==> config.mk <==
export PLATFORM = sky130hd
export DESIGN_NAME = reg_demux_cut
export DESIGN_NICKNAME = d
export VERILOG_FILES = /design/src/rtl/reg_demux_pkg.sv /design/src/rtl/reg_addr_decode.sv /design/src/rtl/reg_demux_cut.sv
export SDC_FILE = /design/constraint.sdc
export NUM_CORES = 1
export LEC_CHECK = 0
export ABC_AREA = 1
export CAP_MARGIN = 20
export CORE_AREA = 2 2 300 302
export CTS_CLUSTER_SIZE = 16
export DETAILED_ROUTE_END_ITERATION = 8
export DIE_AREA = 0 0 302 304
export GPL_TIMING_DRIVEN = 0
export PLACE_DENSITY = 0.45
export SYNTH_ARGS = -nofsm -noshare
export SYNTH_HDL_FRONTEND = slang
export SYNTH_SLANG_ARGS = --single-unit
==> constraint.sdc <==
create_clock -name clk_i -period 6.1 [get_ports clk_i]
set_clock_uncertainty 0.2 [all_clocks]
set_input_delay 0.915 -clock clk_i [delete_from_list [all_inputs] [get_ports clk_i]]
set_output_delay 0.915 -clock clk_i [all_outputs]
set_load 0.005 [all_outputs]
==> src/rtl/reg_demux_pkg.sv <==
// reg_demux_pkg
//   Shared types for the register-bus target-side demultiplexer.
//   - state_e     : FSM states of reg_demux_cut (IDLE, FWD, RESP)
//   - reg_req_t   : default register-bus request (32-bit addr/data)
//   - reg_rsp_t   : default register-bus response (32-bit data)
//   - cnt_width() : width of the FWD stall counter for a given timeout
package reg_demux_pkg;

  typedef enum logic [1:0] {
    IDLE = 2'd0,
    FWD  = 2'd1,
    RESP = 2'd2
  } state_e;

  typedef struct packed {
    logic [31:0] addr;
    logic        write;
    logic [31:0] wdata;
    logic [3:0]  wstrb;
    logic        valid;
  } reg_req_t;

  typedef struct packed {
    logic [31:0] rdata;
    logic        error;
    logic        ready;
  } reg_rsp_t;

  // Enough bits to hold the value timeout_cycles; never narrower than one
  // bit so a disabled timeout (0) still yields a legal counter.
  function automatic int cnt_width(input int timeout_cycles);
    int w;
    w = $clog2(timeout_cycles + 1);
    return (w < 1) ? 1 : w;
  endfunction

endpackage

==> src/rtl/reg_addr_decode.sv <==
// reg_addr_decode
//   Combinational base/mask address decoder, first match wins.
//   Ports:
//     addr  in   AW            address to decode
//     base  in   NoPorts x AW  per-port base address
//     mask  in   NoPorts x AW  per-port compare mask
//     hit   out  1             at least one port matched
//     idx   out  IW            lowest matching port index (0 on miss)
module reg_addr_decode #(
  parameter int NoPorts = 4,
  parameter int AW      = 32,
  localparam int IW     = (NoPorts > 1) ? $clog2(NoPorts) : 1
) (
  input  logic [AW-1:0]              addr,
  input  logic [NoPorts-1:0][AW-1:0] base,
  input  logic [NoPorts-1:0][AW-1:0] mask,
  output logic                       hit,
  output logic [IW-1:0]              idx
);

  // Scan from the highest index down so the last assignment, and therefore
  // the result, belongs to the lowest matching port.
  always_comb begin
    hit = 1'b0;
    idx = '0;
    for (int i = NoPorts - 1; i >= 0; i--) begin
      if ((addr & mask[i]) == (base[i] & mask[i])) begin
        hit = 1'b1;
        idx = IW'(i);
      end
    end
  end

endmodule

==> src/rtl/reg_demux_cut.sv <==
// reg_demux_cut
//   Routes one register-bus initiator to NoPorts targets through a full
//   register cut. A request is latched and decoded in IDLE, forwarded to the
//   selected target in FWD, and the captured response is returned in RESP.
//   Unmapped addresses and stalled targets are answered with error = 1.
//   Ports:
//     clk_i        in   1              clock
//     rst_i        in   1              asynchronous active-high reset
//     addr_base_i  in   NoPorts x AW   per-port base address
//     addr_mask_i  in   NoPorts x AW   per-port compare mask
//     in_req_i     in   req_t          initiator request
//     in_rsp_o     out  rsp_t          initiator response
//     out_req_o    out  NoPorts x req_t target requests
//     out_rsp_i    in   NoPorts x rsp_t target responses
//     busy_o       out  1              state is not IDLE
//     timeout_o    out  1              one-cycle pulse on a timeout abort
module reg_demux_cut
  import reg_demux_pkg::*;
#(
  parameter int  NoPorts       = 4,
  parameter int  AW            = 32,
  parameter int  DW            = 32,
  parameter type req_t         = reg_req_t,
  parameter type rsp_t         = reg_rsp_t,
  parameter int  TimeoutCycles = 256
) (
  input  logic                       clk_i,
  input  logic                       rst_i,
  input  logic [NoPorts-1:0][AW-1:0] addr_base_i,
  input  logic [NoPorts-1:0][AW-1:0] addr_mask_i,
  input  req_t                       in_req_i,
  output rsp_t                       in_rsp_o,
  output req_t [NoPorts-1:0]         out_req_o,
  input  rsp_t [NoPorts-1:0]         out_rsp_i,
  output logic                       busy_o,
  output logic                       timeout_o
);

  localparam int IW = (NoPorts > 1) ? $clog2(NoPorts) : 1;
  localparam int SW = DW / 8;
  localparam int CW = cnt_width(TimeoutCycles);

  localparam bit            TimeoutEn = (TimeoutCycles != 0);
  localparam logic [CW-1:0] CntLast   = TimeoutEn ? CW'(TimeoutCycles - 1) : '0;
  localparam logic [CW-1:0] CntMax    = '1;

  state_e          state_q;
  logic [AW-1:0]   addr_q;
  logic            write_q;
  logic [DW-1:0]   wdata_q;
  logic [SW-1:0]   wstrb_q;
  logic [IW-1:0]   sel_q;
  logic [DW-1:0]   rdata_q;
  logic            error_q;
  logic [CW-1:0]   cnt_q;
  logic            timeout_q;

  logic            dec_hit;
  logic [IW-1:0]   dec_idx;

  // Decode straight from the live request so the hit/miss decision is made
  // in the same IDLE cycle the request is latched.
  reg_addr_decode #(
    .NoPorts (NoPorts),
    .AW      (AW)
  ) u_decode (
    .addr (in_req_i.addr),
    .base (addr_base_i),
    .mask (addr_mask_i),
    .hit  (dec_hit),
    .idx  (dec_idx)
  );

  // Single FSM process owning every register. A target handshake in the
  // last allowed FWD cycle wins over the timeout. The timeout flag is
  // registered on the abort edge, so it is high during the RESP cycle only.
  always_ff @(posedge clk_i or posedge rst_i) begin
    if (rst_i) begin
      state_q   <= IDLE;
      addr_q    <= '0;
      write_q   <= 1'b0;
      wdata_q   <= '0;
      wstrb_q   <= '0;
      sel_q     <= '0;
      rdata_q   <= '0;
      error_q   <= 1'b0;
      cnt_q     <= '0;
      timeout_q <= 1'b0;
    end else begin
      case (state_q)
        IDLE: begin
          timeout_q <= 1'b0;
          if (in_req_i.valid) begin
            addr_q  <= in_req_i.addr;
            write_q <= in_req_i.write;
            wdata_q <= in_req_i.wdata;
            wstrb_q <= in_req_i.wstrb;
            rdata_q <= '0;
            if (dec_hit) begin
              sel_q   <= dec_idx;
              error_q <= 1'b0;
              state_q <= FWD;
            end else begin
              error_q <= 1'b1;
              state_q <= RESP;
            end
          end
        end

        FWD: begin
          if (out_rsp_i[sel_q].ready) begin
            rdata_q <= out_rsp_i[sel_q].rdata;
            error_q <= out_rsp_i[sel_q].error;
            state_q <= RESP;
          end else if (TimeoutEn && (cnt_q == CntLast)) begin
            rdata_q   <= '0;
            error_q   <= 1'b1;
            timeout_q <= 1'b1;
            state_q   <= RESP;
          end else if (cnt_q != CntMax) begin
            cnt_q <= cnt_q + 1'b1;
          end
        end

        RESP: begin
          timeout_q <= 1'b0;
          cnt_q     <= '0;
          state_q   <= IDLE;
        end

        default: begin
          state_q <= IDLE;
        end
      endcase
    end
  end

  // Every target sees the latched fields; only the selected one sees valid,
  // and only while the request is being forwarded.
  always_comb begin
    for (int i = 0; i < NoPorts; i++) begin
      out_req_o[i]       = '0;
      out_req_o[i].addr  = addr_q;
      out_req_o[i].write = write_q;
      out_req_o[i].wdata = wdata_q;
      out_req_o[i].wstrb = wstrb_q;
      out_req_o[i].valid = (state_q == FWD) && (sel_q == IW'(i));
    end
  end

  // The initiator response is driven only from RESP; all other states
  // return zeros so stale data never leaks out.
  always_comb begin
    in_rsp_o = '0;
    if (state_q == RESP) begin
      in_rsp_o.ready = 1'b1;
      in_rsp_o.rdata = rdata_q;
      in_rsp_o.error = error_q;
    end
  end

  assign busy_o    = (state_q != IDLE);
  assign timeout_o = timeout_q;

endmodule
[Yosys cells after proc, flatten, opt, wreduce, memory -nomap -nowiden]
Cells that the tools add are included.
Word-level totals
  word-level logic and storage cells: 85
  bits in registers: 116
  input bits: 464
  output and inout bits: 316
Cells by class
  bitwise gates (word level): 8
  muxes and demuxes: 31
  add/sub/neg operators: 1
  magnitude comparators: 1
  reduce and logical (&&, ||, !) cells: 17
  eq/ne operators: 17
Operators by type and width (number)
  $and 32x32->32: 8
  $eq 32x32->1: 4
  $mux 32: 3
  $bmux 34 s2: 1
  $mux 34: 2
  $pmux 32 s2: 1
  $mux 9: 3
  $pmux 9 s2: 1
  $mux 2: 8
  $ne 2x2->1 const B: 5
  $add 9x1->9 const B: 1
  $eq 9x8->1 const B: 1
  $mux 1: 9
  $ne 9x9->1 const B: 1
  $reduce_and 3->1: 3
  $reduce_bool 2->1: 4
  $eq 2x2->1 const B: 3
  $eq 2x1->1 const B: 2
  $logic_and 1x1->1: 4
  $logic_not 2->1: 2
  $pmux 1 s2: 2
  $pmux 2 s2: 1
  $reduce_and 2->1: 2
  $reduce_and 4->1: 1
  other kinds (3): 3

[Depth between registers and ports, before layout]
  word-level depth: 9
  mapped depth: 13
  gate-level depth less buffers: 13

[By module]
A second synthesis with hierarchy kept.
Unflattened totals
  cells, all modules: 1492
  area total of the unflattened synthesis: 9922.0 um2
Modules (own cells, without submodules)
  reg_demux_cut: times used 1, area an instance 7367.1 um2, cells an instance 950, sequential area each 2902.8 um2
  reg_addr_decode: times used 1, area an instance 2555.0 um2, cells an instance 542, sequential area each 0.0 um2

[Least setup slack after synthesis]
Ideal clock, no wire load.
  kind: input-to-reg
  start point: in in_req_i[68] (netlist bit)
  end point: reg sel_q[0]
  cell stages on the path: 12
  path slack: 3.761 ns
  setup time: 0.118 ns
  arrival: 2.021 ns
  required time: 5.782 ns
  cell sequence: buf_2 > or2_2 > nand3_1 > nand2_1 > nor2_1 > nand2_1 > nor2_1 > nand2_1 > nand2_1 > o21ai_0 > nand2_1 > nand2_1
On the way
  cells in the longest elaborated chain, start to end: 7
  elaborated cells on any way between the ends: 17
  classes of those cells: eq/ne (4); mux (8); bitwise (4); reduce/logical (1)
RTL lines
  start, declared: RTL line reg_demux_cut.sv:31  | input req_t in_req_i,
  $and 32x32->32: RTL line reg_addr_decode.sv:27  | if ((addr & mask[i]) == (base[i] & mask[i])) begin
  $eq 32x32->1: RTL line reg_addr_decode.sv:27
  $mux 1 (4 in series): RTL line reg_addr_decode.sv:27
  $reduce_and 3->1 (no line)
  end signal, assigned: RTL line reg_demux_cut.sv:100  | sel_q <= dec_idx;
  end, declared: RTL line reg_demux_cut.sv:52  | logic [IW-1:0] sel_q;
Several ways; a longest one is shown, not always the timed one.
A chain may end at the register's enable or synchronous reset.

==> results.toml <==
[yosys]
synthArstFlopShare_pct = 100.0
synthXorXnorAreaFrac_pct = 0.08784
synthMuxAreaShare_pct = 0
synth_edf_count = 0
synth_fp_nets = 1984
synth_top_family_by_area = "simple AND/OR/NAND/NOR gates"
synth_flop_cell = "dfrtp_1"
syn-cell-area_um2 = 9971
ys_types = 33
synth_warnings = 0
ys_ff_latch = 116
synth_compound_area_share_pct = 12.61
synth_fa_ha_area_share_pct = 0.3765
ys_seq_area_share_pct = 29.11
syn_avg_cell_area_um2 = 6.573
synth-simple-area-share_pct = 33.17
synthCells = 1517

[worst_hold_path]
hold_start = "error_q$_DFFE_PP0P_"
hold_path_class = "flop to flop"

[timing]
hold_violations = 0
worst_slew_pin_slew_ns = 0.8927
finalSetupViolations = 0
slew_headroom_pct = 40.49
slew_violations = 0
period_minus_slack_ns = 3.722
max_freq_ghz = 0.2687
rsz0062_at_grt = "false"
finalCritPeriodShare_pct = 61.01

[cts]
cts_tree = "yes"
clk_pin_slew_ns = 0.06
cts_resized = 0
cts_root_buf = "clkbuf_16"
cts_buffer_depth = 2
h-tree-depth = 4
cts_made_buffers = 17
cts_setup_buffers = 0
clock_sinks = 116
clk_latency_ns = 0.47
ctsHoldBuffers = 0

[worst_setup_path]
slowest_delay_ns = 0.60
regToRegStartpoint = "state_q[1]$_DFFE_PP0P_"
worst_ep_required_time_ns = 4.98
crit_fanout = 10
crit_path_end_kind = "primary output"
cp_slowest_cell = "clkdlybuf4s50_1"
critical_path_arrival_ns = 2.61
criticalPathCategory = "flop to primary output"
start_kind = "flop"
path_cells = "inv_1, nor2_1, inv_1, clkbuf_1, nor2_1, clkdlybuf4s50_1"
crit_start = "state_q[1]$_DFFE_PP0P_"

[power_and_ir_drop]
leakage_nw = 8.974
p_per_area_nw_per_um2 = 177.4
p_total_w = 0.003529
irDropWorstVdd_v = 0.0001766

[global_routing]
overflow = 0
track_usage_pct = 13.25
antenna_found_initial = 5
grt_max_degree = 72
first_global_vias = 12090
grt_pass1_wl_um = 86220

[routing]
drt_wl_total_um = 61910
drt-pass1-iter-count = 5
ant_nets = 0
vias = 12180
post_drt_via_cell_ratio = 3.474
drc_errors = 0
drt_iter0_drc = 519
post_drt_wl_per_cell_um = 17.66

[finish]
finalNonFillerCells = 3505
multi_input_area_um2 = 4611
area_growth_syn_to_layout_pct = 99.55
nNetsFinal = 2782
seq_area_um2 = 2903
drive_gt1_share_pct = 13.96
fill_cells = 9957

[floorplan]
die_x_um = 302
die_h_um = 304
ioPinCount = 780
initial_utilization_pct = 11.20
coreArea_um2 = 89050
die_area_um2 = 91810
num_rows = 110

[job]
maxCapViolations = 0

[placement]
io_buffers = 776
place_inst = 3472
dp_hpwl_um = 53900
finalWeightedCongestion = 0.8338

[status]
outcome = "completed"
## path summary, 6_finish.rpt
kind | endpoint | slack (ns) | cells after the start
max in group asynchronous | addr_q[14]$_DFFE_PP0P_ | 4.24 | 3
min in group asynchronous | rdata_q[17]$_DFFE_PP0P_ | 0.67 | 2
worst max-delay path | in_rsp_o[3] | 2.38 | 6
worst min-delay path | error_q$_DFFE_PP0P_ | 0.28 | 2
worst min register to register | error_q$_DFFE_PP0P_ | 0.28 | 2
worst max register to register | addr_q[30]$_DFFE_PP0P_ | 3.47 | 8
## cell families after synthesis
kind of cell,after synthesis
compound gates,153
xor+xnor,1
fa+ha+maj,3
buf+inv,437
flops,116
simple gates,807
## per-layer routing
metal / share of wire (%) / wire length [um] / vias up / GRT usage [%]
met5: 0.021 / 13 / - / 0
met4: 1.6 / 1017 / 2 / 3.419
met3: 6.3 / 3924 / 40 / 3.156
met2: 50 / 31080 / 462 / 23.58
met1: 42 / 25880 / 5478 / 15.81
li1: - / - / 6193 / -
## area by class of cell
class,count,area share [%]
Timing Repair Buffer,779,39.39
Multi-Input combinational cell,964,23.17
Sequential cell,116,14.59
Buffer,248,8.785
Tap cell,1176,7.395
Inverter,189,3.591
Clock buffer,17,2.138
Clock inverter,15,0.9244
Antenna cell,1,0.01258
## power by group
part | switching, W | internal [W] | total (W)
combinational | 0.000497 | 0.000976 | 0.00147
sequential | 0.000128 | 0.000830 | 0.000958
clock | 0.000480 | 0.000619 | 0.00110
total | 0.00110 | 0.00242 | 0.00353
## worst max-delay path: cells and delay by family, from the launching register on
family	cells	cell delay (ns)
DFF	1	0.39
buffers and inverters	4	1.15
and+or+nand+nor	2	0.59
## cell usage after synthesis, drive strengths merged, types with 22 or more instances
master | instances | area (um^2)
inv | 189 | 709.4
a221oi | 32 | 280.3
dfrtp | 116 | 2903
nand2 | 514 | 1952
nand3 | 128 | 640.6
o22ai | 32 | 387.9
buf | 222 | 1650
o21ai | 48 | 244.0
or2 | 22 | 137.6
nor2 | 134 | 525.5
a22o | 32 | 280.3
clkbuf | 26 | 97.59
## through the flow
stage	worst slack (ns)	setup TNS (ns)	hold WS [ns]	utilization (%)	area (um^2)
6_report	2.378	0	0.2832	22.34	19900
5_1_grt	2.190	0	0.2981	22.34	19890
4_1_cts	2.308	0	0.2857	22.34	19890
3_5_place_dp	2.181	0	0.2712	21.66	19280
3_3_place_gp	-0.8180	-91.40	0.2687	21.57	19210
2_1_floorplan	1.913	0	0.2489	-	9971
## layout by cell type, fill, tap and decap left out, types with 30 or more instances in the layout
cell	count
nand2_1	509
nor2_1	129
dfrtp_1	116
o21ai_0	47
o22ai_2	30
a221oi_1	32
clkdlybuf4s50_1	776
buf_4	209
a22o_1	32
inv_1	183
nand3_1	128
## state kept, by name, indices dropped and copies added, names as in the netlist
register	flops
cnt_q	9
rdata_q	32
timeout_o	1
error_q	1
sel_q	2
state_q	2
addr_q	32
wdata_q	32
wstrb_q	4
write_q	1
No activity file was read; power rests on OpenSTA's default activity.
